### config.mk
export PLATFORM = sky130hd
export DESIGN_NAME = gen_tx_stage_buffer
export DESIGN_NICKNAME = d
export VERILOG_FILES = /design/src/rtl/pcie_phy_pkg.sv /design/src/rtl/gen_tx_buf_ptr.sv /design/src/rtl/gen_tx_stage_buffer.sv
export SDC_FILE = /design/constraint.sdc
export NUM_CORES = 2
export LEC_CHECK = 0
export CAP_MARGIN = 20
export CORE_AREA = 2 2 457 459
export DETAILED_ROUTE_END_ITERATION = 8
export DIE_AREA = 0 0 459 461
export DONT_BUFFER_PORTS = 1
export GPL_ROUTABILITY_DRIVEN = 0
export PLACE_DENSITY_LB_ADDON = 0.12
export SLEW_MARGIN = 20
export SYNTH_ARGS = -nofsm -noshare
export SYNTH_HDL_FRONTEND = slang
export SYNTH_SLANG_ARGS = --single-unit
### constraint.sdc
create_clock -name clk -period 14.3 [get_ports clk]
set_input_delay 0.715 -clock clk [delete_from_list [all_inputs] [get_ports clk]]
set_output_delay 0.715 -clock clk [all_outputs]
set_load 0.005 [all_outputs]
### src/rtl/pcie_phy_pkg.sv
// Shared PCIe PHY definitions: generation encodings, encoding-path selects,
// default TX word geometry and the staged TX entry layout.
package pcie_phy_pkg;

    typedef enum logic [2:0] {
        GEN1 = 3'd1,
        GEN2 = 3'd2,
        GEN3 = 3'd3,
        GEN4 = 3'd4,
        GEN5 = 3'd5
    } gen_t;

    localparam logic SEL_8B10B    = 1'b0;
    localparam logic SEL_128B130B = 1'b1;

    localparam int PHY_MASK_W = 64;
    localparam int PHY_DATA_W = 8 * PHY_MASK_W;

    typedef struct packed {
        logic                  sel;
        logic [PHY_MASK_W-1:0] mask;
        logic [PHY_DATA_W-1:0] data;
    } tx_entry;

endpackage

### src/rtl/gen_tx_buf_ptr.sv
// Pointer, occupancy and overflow tracking for a circular elastic buffer.
// A low linkup flushes all state at the next edge; reset takes priority.
module gen_tx_buf_ptr #(
    parameter int DEPTH = 4
) (
    input  logic                     clk,
    input  logic                     reset,
    input  logic                     linkup,
    input  logic                     wr_req,
    input  logic                     rd_req,
    output logic                     wr_acc,
    output logic                     rd_acc,
    output logic [$clog2(DEPTH)-1:0] wr_ptr,
    output logic [$clog2(DEPTH)-1:0] rd_ptr,
    output logic [$clog2(DEPTH):0]   count,
    output logic                     full,
    output logic                     empty,
    output logic                     overflow
);

    localparam int AW = $clog2(DEPTH);
    localparam int CW = AW + 1;
    localparam logic [CW-1:0] DEPTH_C = DEPTH[CW-1:0];

    logic [CW-1:0] count_next;

    assign full  = (count == DEPTH_C);
    assign empty = (count == '0);

    // A read frees the head slot in the same cycle, so a full buffer can still take a write.
    assign rd_acc = linkup & ~empty & rd_req;
    assign wr_acc = linkup & wr_req & (~full | rd_acc);

    always_comb begin
        count_next = count;
        if (wr_acc & ~rd_acc)
            count_next = count + 1'b1;
        else if (rd_acc & ~wr_acc)
            count_next = count - 1'b1;
    end

    always_ff @(posedge clk) begin
        if (reset) begin
            wr_ptr   <= '0;
            rd_ptr   <= '0;
            count    <= '0;
            overflow <= 1'b0;
        end else if (!linkup) begin
            wr_ptr   <= '0;
            rd_ptr   <= '0;
            count    <= '0;
            overflow <= 1'b0;
        end else begin
            if (wr_acc)
                wr_ptr <= wr_ptr + 1'b1;
            if (rd_acc)
                rd_ptr <= rd_ptr + 1'b1;
            count <= count_next;
            if (wr_req & ~wr_acc)
                overflow <= 1'b1;
        end
    end

endmodule

### src/rtl/gen_tx_stage_buffer.sv
// Elastic TX stage buffer between the generation controller and lane striping.
// Optional registered almost_full output is enabled by defining GEN_TX_BUF_AF_EN.
module gen_tx_stage_buffer
    import pcie_phy_pkg::*;
#(
    parameter int DEPTH    = 4,
    parameter int DATA_W   = PHY_DATA_W,
    parameter int MASK_W   = PHY_MASK_W,
    parameter int AF_LEVEL = 3
) (
    input  logic                     clk,
    input  logic                     reset,
    input  logic                     linkup,
    input  logic                     w,
    input  logic [MASK_W-1:0]        valid,
    input  logic                     sel,
    input  logic [DATA_W-1:0]        data_in,
    input  logic                     out_ready,
    output logic                     out_valid,
    output logic [DATA_W-1:0]        out_data,
    output logic [MASK_W-1:0]        out_mask,
    output logic                     out_sel,
    output logic                     full,
    output logic                     empty,
    output logic [$clog2(DEPTH):0]   count,
    output logic                     overflow
`ifdef GEN_TX_BUF_AF_EN
    ,
    output logic                     almost_full
`endif
);

    localparam int AW = $clog2(DEPTH);

    logic [DATA_W-1:0] mem_data [DEPTH];
    logic [MASK_W-1:0] mem_mask [DEPTH];
    logic              mem_sel  [DEPTH];

    logic          wr_req;
    logic          wr_acc;
    logic          rd_acc;
    logic [AW-1:0] wr_ptr;
    logic [AW-1:0] rd_ptr;

    // All-zero masks never reach the pointer logic, so they neither store nor overflow.
    assign wr_req = w & (|valid);

    gen_tx_buf_ptr #(
        .DEPTH(DEPTH)
    ) u_ptr (
        .clk      (clk),
        .reset    (reset),
        .linkup   (linkup),
        .wr_req   (wr_req),
        .rd_req   (out_ready),
        .wr_acc   (wr_acc),
        .rd_acc   (rd_acc),
        .wr_ptr   (wr_ptr),
        .rd_ptr   (rd_ptr),
        .count    (count),
        .full     (full),
        .empty    (empty),
        .overflow (overflow)
    );

    always_ff @(posedge clk) begin
        if (wr_acc) begin
            mem_data[wr_ptr] <= data_in;
            mem_mask[wr_ptr] <= valid;
            mem_sel[wr_ptr]  <= sel;
        end
    end

    // Head entry is only overwritten when rd_ptr advances in the same cycle, so a stalled output holds.
    assign out_valid = ~empty;
    assign out_data  = empty ? '0 : mem_data[rd_ptr];
    assign out_mask  = empty ? '0 : mem_mask[rd_ptr];
    assign out_sel   = empty ? SEL_8B10B : mem_sel[rd_ptr];

`ifdef GEN_TX_BUF_AF_EN
    localparam logic [AW:0] AF_THR = AF_LEVEL[AW:0];

    logic [AW:0] af_count_next;

    always_comb begin
        af_count_next = count;
        if (!linkup)
            af_count_next = '0;
        else if (wr_acc & ~rd_acc)
            af_count_next = count + 1'b1;
        else if (rd_acc & ~wr_acc)
            af_count_next = count - 1'b1;
    end

    always_ff @(posedge clk) begin
        if (reset)
            almost_full <= 1'b0;
        else
            almost_full <= (af_count_next >= AF_THR);
    end
`endif

endmodule

==> flow_summary.yaml <==
power_and_ir_drop:
  peakVddDrop_mv: 0.120
  pwr-share-comb_pct: 4.9
  power.density_nw_per_um2: 137
  p_leak_nw: 32.1
  seqPwrFrac_pct: 53.3
  p_sw_mw: 3.01
  clkPwrFrac_pct: 41.7
  intPower_mw: 11.3
  p_sw_share_pct: 21.1
finish:
  multi_input_area_um2: 17100
  drive_above_1_share_pct: 20.9
  area_growth_pct: 19.0
  final_util_pct: 50.4
  layout.nets: 5005
  seqCellArea_um2: 69500
  fill_cells: 16600
  finalInstanceArea_um2: 104000
cts:
  clock_sinks: 2318
  clk_path_buf_depth: 3
  cts_setup_buffers: 0
  htree_levels: 4
  clock-root-buffer: "clkbuf_16"
  clkTransAtPathRegs_ns: 0.06
  clk-insertion-delay-late_ns: 0.89
  numCtsBuffers: 233
  cts_resized: 0
  cts_tree: "done"
timing:
  finalHoldViolCount: 0
  hold_slack_ns: 0.180
  fin_setup_tns_ns: 0
  relSlewSlack_pct: 27.9
  finalMaxSlewViolations: 0
  post-route-period-util_pct: 40.9
  tightest_slew_ns: 1.08
  setup_violations: 0
  rsz0062_at_grt: "no"
  clock.fmax_ghz: 0.171
  finalClockSkew_ns: 0.0697
  fin_crit_ns: 5.85
synthesis:
  synth_top_area_share_pct: 79.3
  syn-num-nets: 4324
  synth_ff_type: "edfxtp_1"
  syn_avg_cell_area_um2: 23.4
  ys_ff_latch: 2318
  synth-edff-count: 2308
  yosysTopAreaCell: "edfxtp_1"
  yosysMostFrequentCell: "edfxtp_1"
  synth_area_leaders: "edfxtp_1, mux4_2, and2_1"
  syn_inst: 3736
  ys_seq_area_share_pct: 79.5
  synth_area_um2: 87400
  synthTopCellsByCount: "edfxtp_1, and2_1, mux4_2"
  yosysUniqueCellTypes: 27
  async_flop_share_pct: 0
  yosys_warnings: 0
setup_path:
  ff2ff_path_depth: 6
  path_class: "flop to output port"
  reg2reg_to: "mem_data[0][449]$_DFFE_PP_"
  cp.required_ns: 13.59
  crit_path_start_kind: "flop"
  path_max_fanout: 63
  reg2reg_slack_ns: 9.35
  arrival_ns: 5.14
  crit_path_end_kind: "output port"
  rr_startpoint: "u_ptr.count[0]$_SDFFE_PP0P_"
floorplan:
  core_area_um2: 206000
  fp-row-count: 167
  initial_core_util_pct: 42.3
  die-width_um: 459
  die_y_um: 461
  die_area_um2: 212000
  io_pins: 1166
placement:
  numPortBuffers: 0
  dp_hpwl_um: 146000
  dpl_cell_area_um2: 90600
drt:
  routedWlPerCell_um: 31.1
  vias_per_cell: 5.52
  ant_nets: 0
  dr.pass1.iters: 5
  drc: 0
  vias: 40700
  routed_wl_um: 229000
  initialDrtViolationCount: 3280
grt:
  antenna_found_initial: 99
  grt_pass1_wl_um: 322000
  grt_pass1_vias: 42000
  gr-total-overflow: 0
  grt_max_degree: 205
  track_usage_pct: 21.3
worst_hold_path:
  holdCritStartpoint: "out_ready"
  whs_path_depth: 3
  hold_class: "primary input to flop"
  hold_end: "u_ptr.overflow$_SDFFE_PP0P_"
run_status:
  outcome: "finished, final reports clean"
run:
  cap_violations: 0
flip-flops by register name (all words and copies together) (netlist names), named ones only:
register / flops
u_ptr.count: 3
u_ptr.overflow: 1
u_ptr.rd_ptr: 2
mem_mask: 256
u_ptr.wr_ptr: 2
mem_sel: 4
mem_data: 2048
layout make-up:
type                    count  share of cell area (%)
diodes                     53                   0.128
clock buffers             292                    5.88
clock inverters           139                    1.32
inverters                   7                  0.0253
multi-input cells        1216                    16.4
flip-flops and latches   2318                    66.8
well taps                2704                    3.25
repair buffers            641                    6.15
power by group through the flow:
stage	clock network (mW)	registers [mW]	logic (mW)
2_1_floorplan	0	7.77	0.298
3_3_place_gp	0	7.75	0.494
3_5_place_dp	0	7.75	0.493
4_1_cts	6.10	7.61	0.720
5_1_grt	6.36	7.61	0.756
6_report	5.96	7.61	0.705
worst max-delay path: stages, from the launching register on:
cell and delay [ns]:
dfxtp_4 0.96, buf_4 0.88, buf_4 0.87, buf_4 0.70
mux4_2 0.44, and2_1 0.23
cells in the final DEF (no fill, tap or decap), types with 6 or more instances in the layout:
cell and instances:
nor2_1 7, diode_2 53, clkbuf_16 236, clkbuf_1 56
edfxtp_1 2308, buf_4 53, clkinv_2 38, dlygate4sd3_1 578
clkinvlp_4 7, inv_1 7, mux4_2 577, bufinv_16 21
nor4_1 16, dfxtp_1 8, and2_1 577, clkinv_16 6
clkinv_1 60, buf_12 9
what timing repair did:
item | CTS | global route
hold endpoints to repair | 2309 | 0
hold buffers | 578 | 0
endpoints found under the setup margin | 0 | 0
stage by stage:
step	setup WS, ns	cells	total power [mW]
floorplan	-0.872	3736	8.07
global placement	9.15	6307	8.24
detailed placement	9.05	6307	8.25
CTS	8.21	7316	14.4
global route	8.11	7350	14.7
finish	8.45	7370	14.3
worst max-delay path by stage:
stage	from	to	slack (ns)
2_1_floorplan	linkup	mem_data[3][0]$_DFFE_PP_	-0.87
3_3_place_gp	valid[0]	mem_data[3][172]$_DFFE_PP_	9.15
3_5_place_dp	valid[0]	mem_data[3][172]$_DFFE_PP_	9.05
4_1_cts	flop	out_data[246]	8.21
5_1_grt	flop	out_data[246]	8.11
6_report	flop	out_data[246]	8.45
cell families after synthesis:
| family | after synthesis | share of synthesized area (%) |
|---|---|---|
| mux | 578 | 14.9 |
| compound gates | 8 | 0.0501 |
| buf+inv | 202 | 0.998 |
| xor+xnor | 4 | 0.0401 |
| fa+ha+maj | 6 | 0.0945 |
| flops | 2318 | 79.5 |
| simple gates | 620 | 4.42 |
routing by layer:
metal  track usage, %  vias to the layer above  routed length (um)
met4             6.58                       66                7440
met5                0                        -                 414
met2             34.8                     1439              113000
met1             26.3                    21900               87500
li1                 -                    16900                   -
met3             8.08                      440               21200
(Power assumes the default switching activity.)
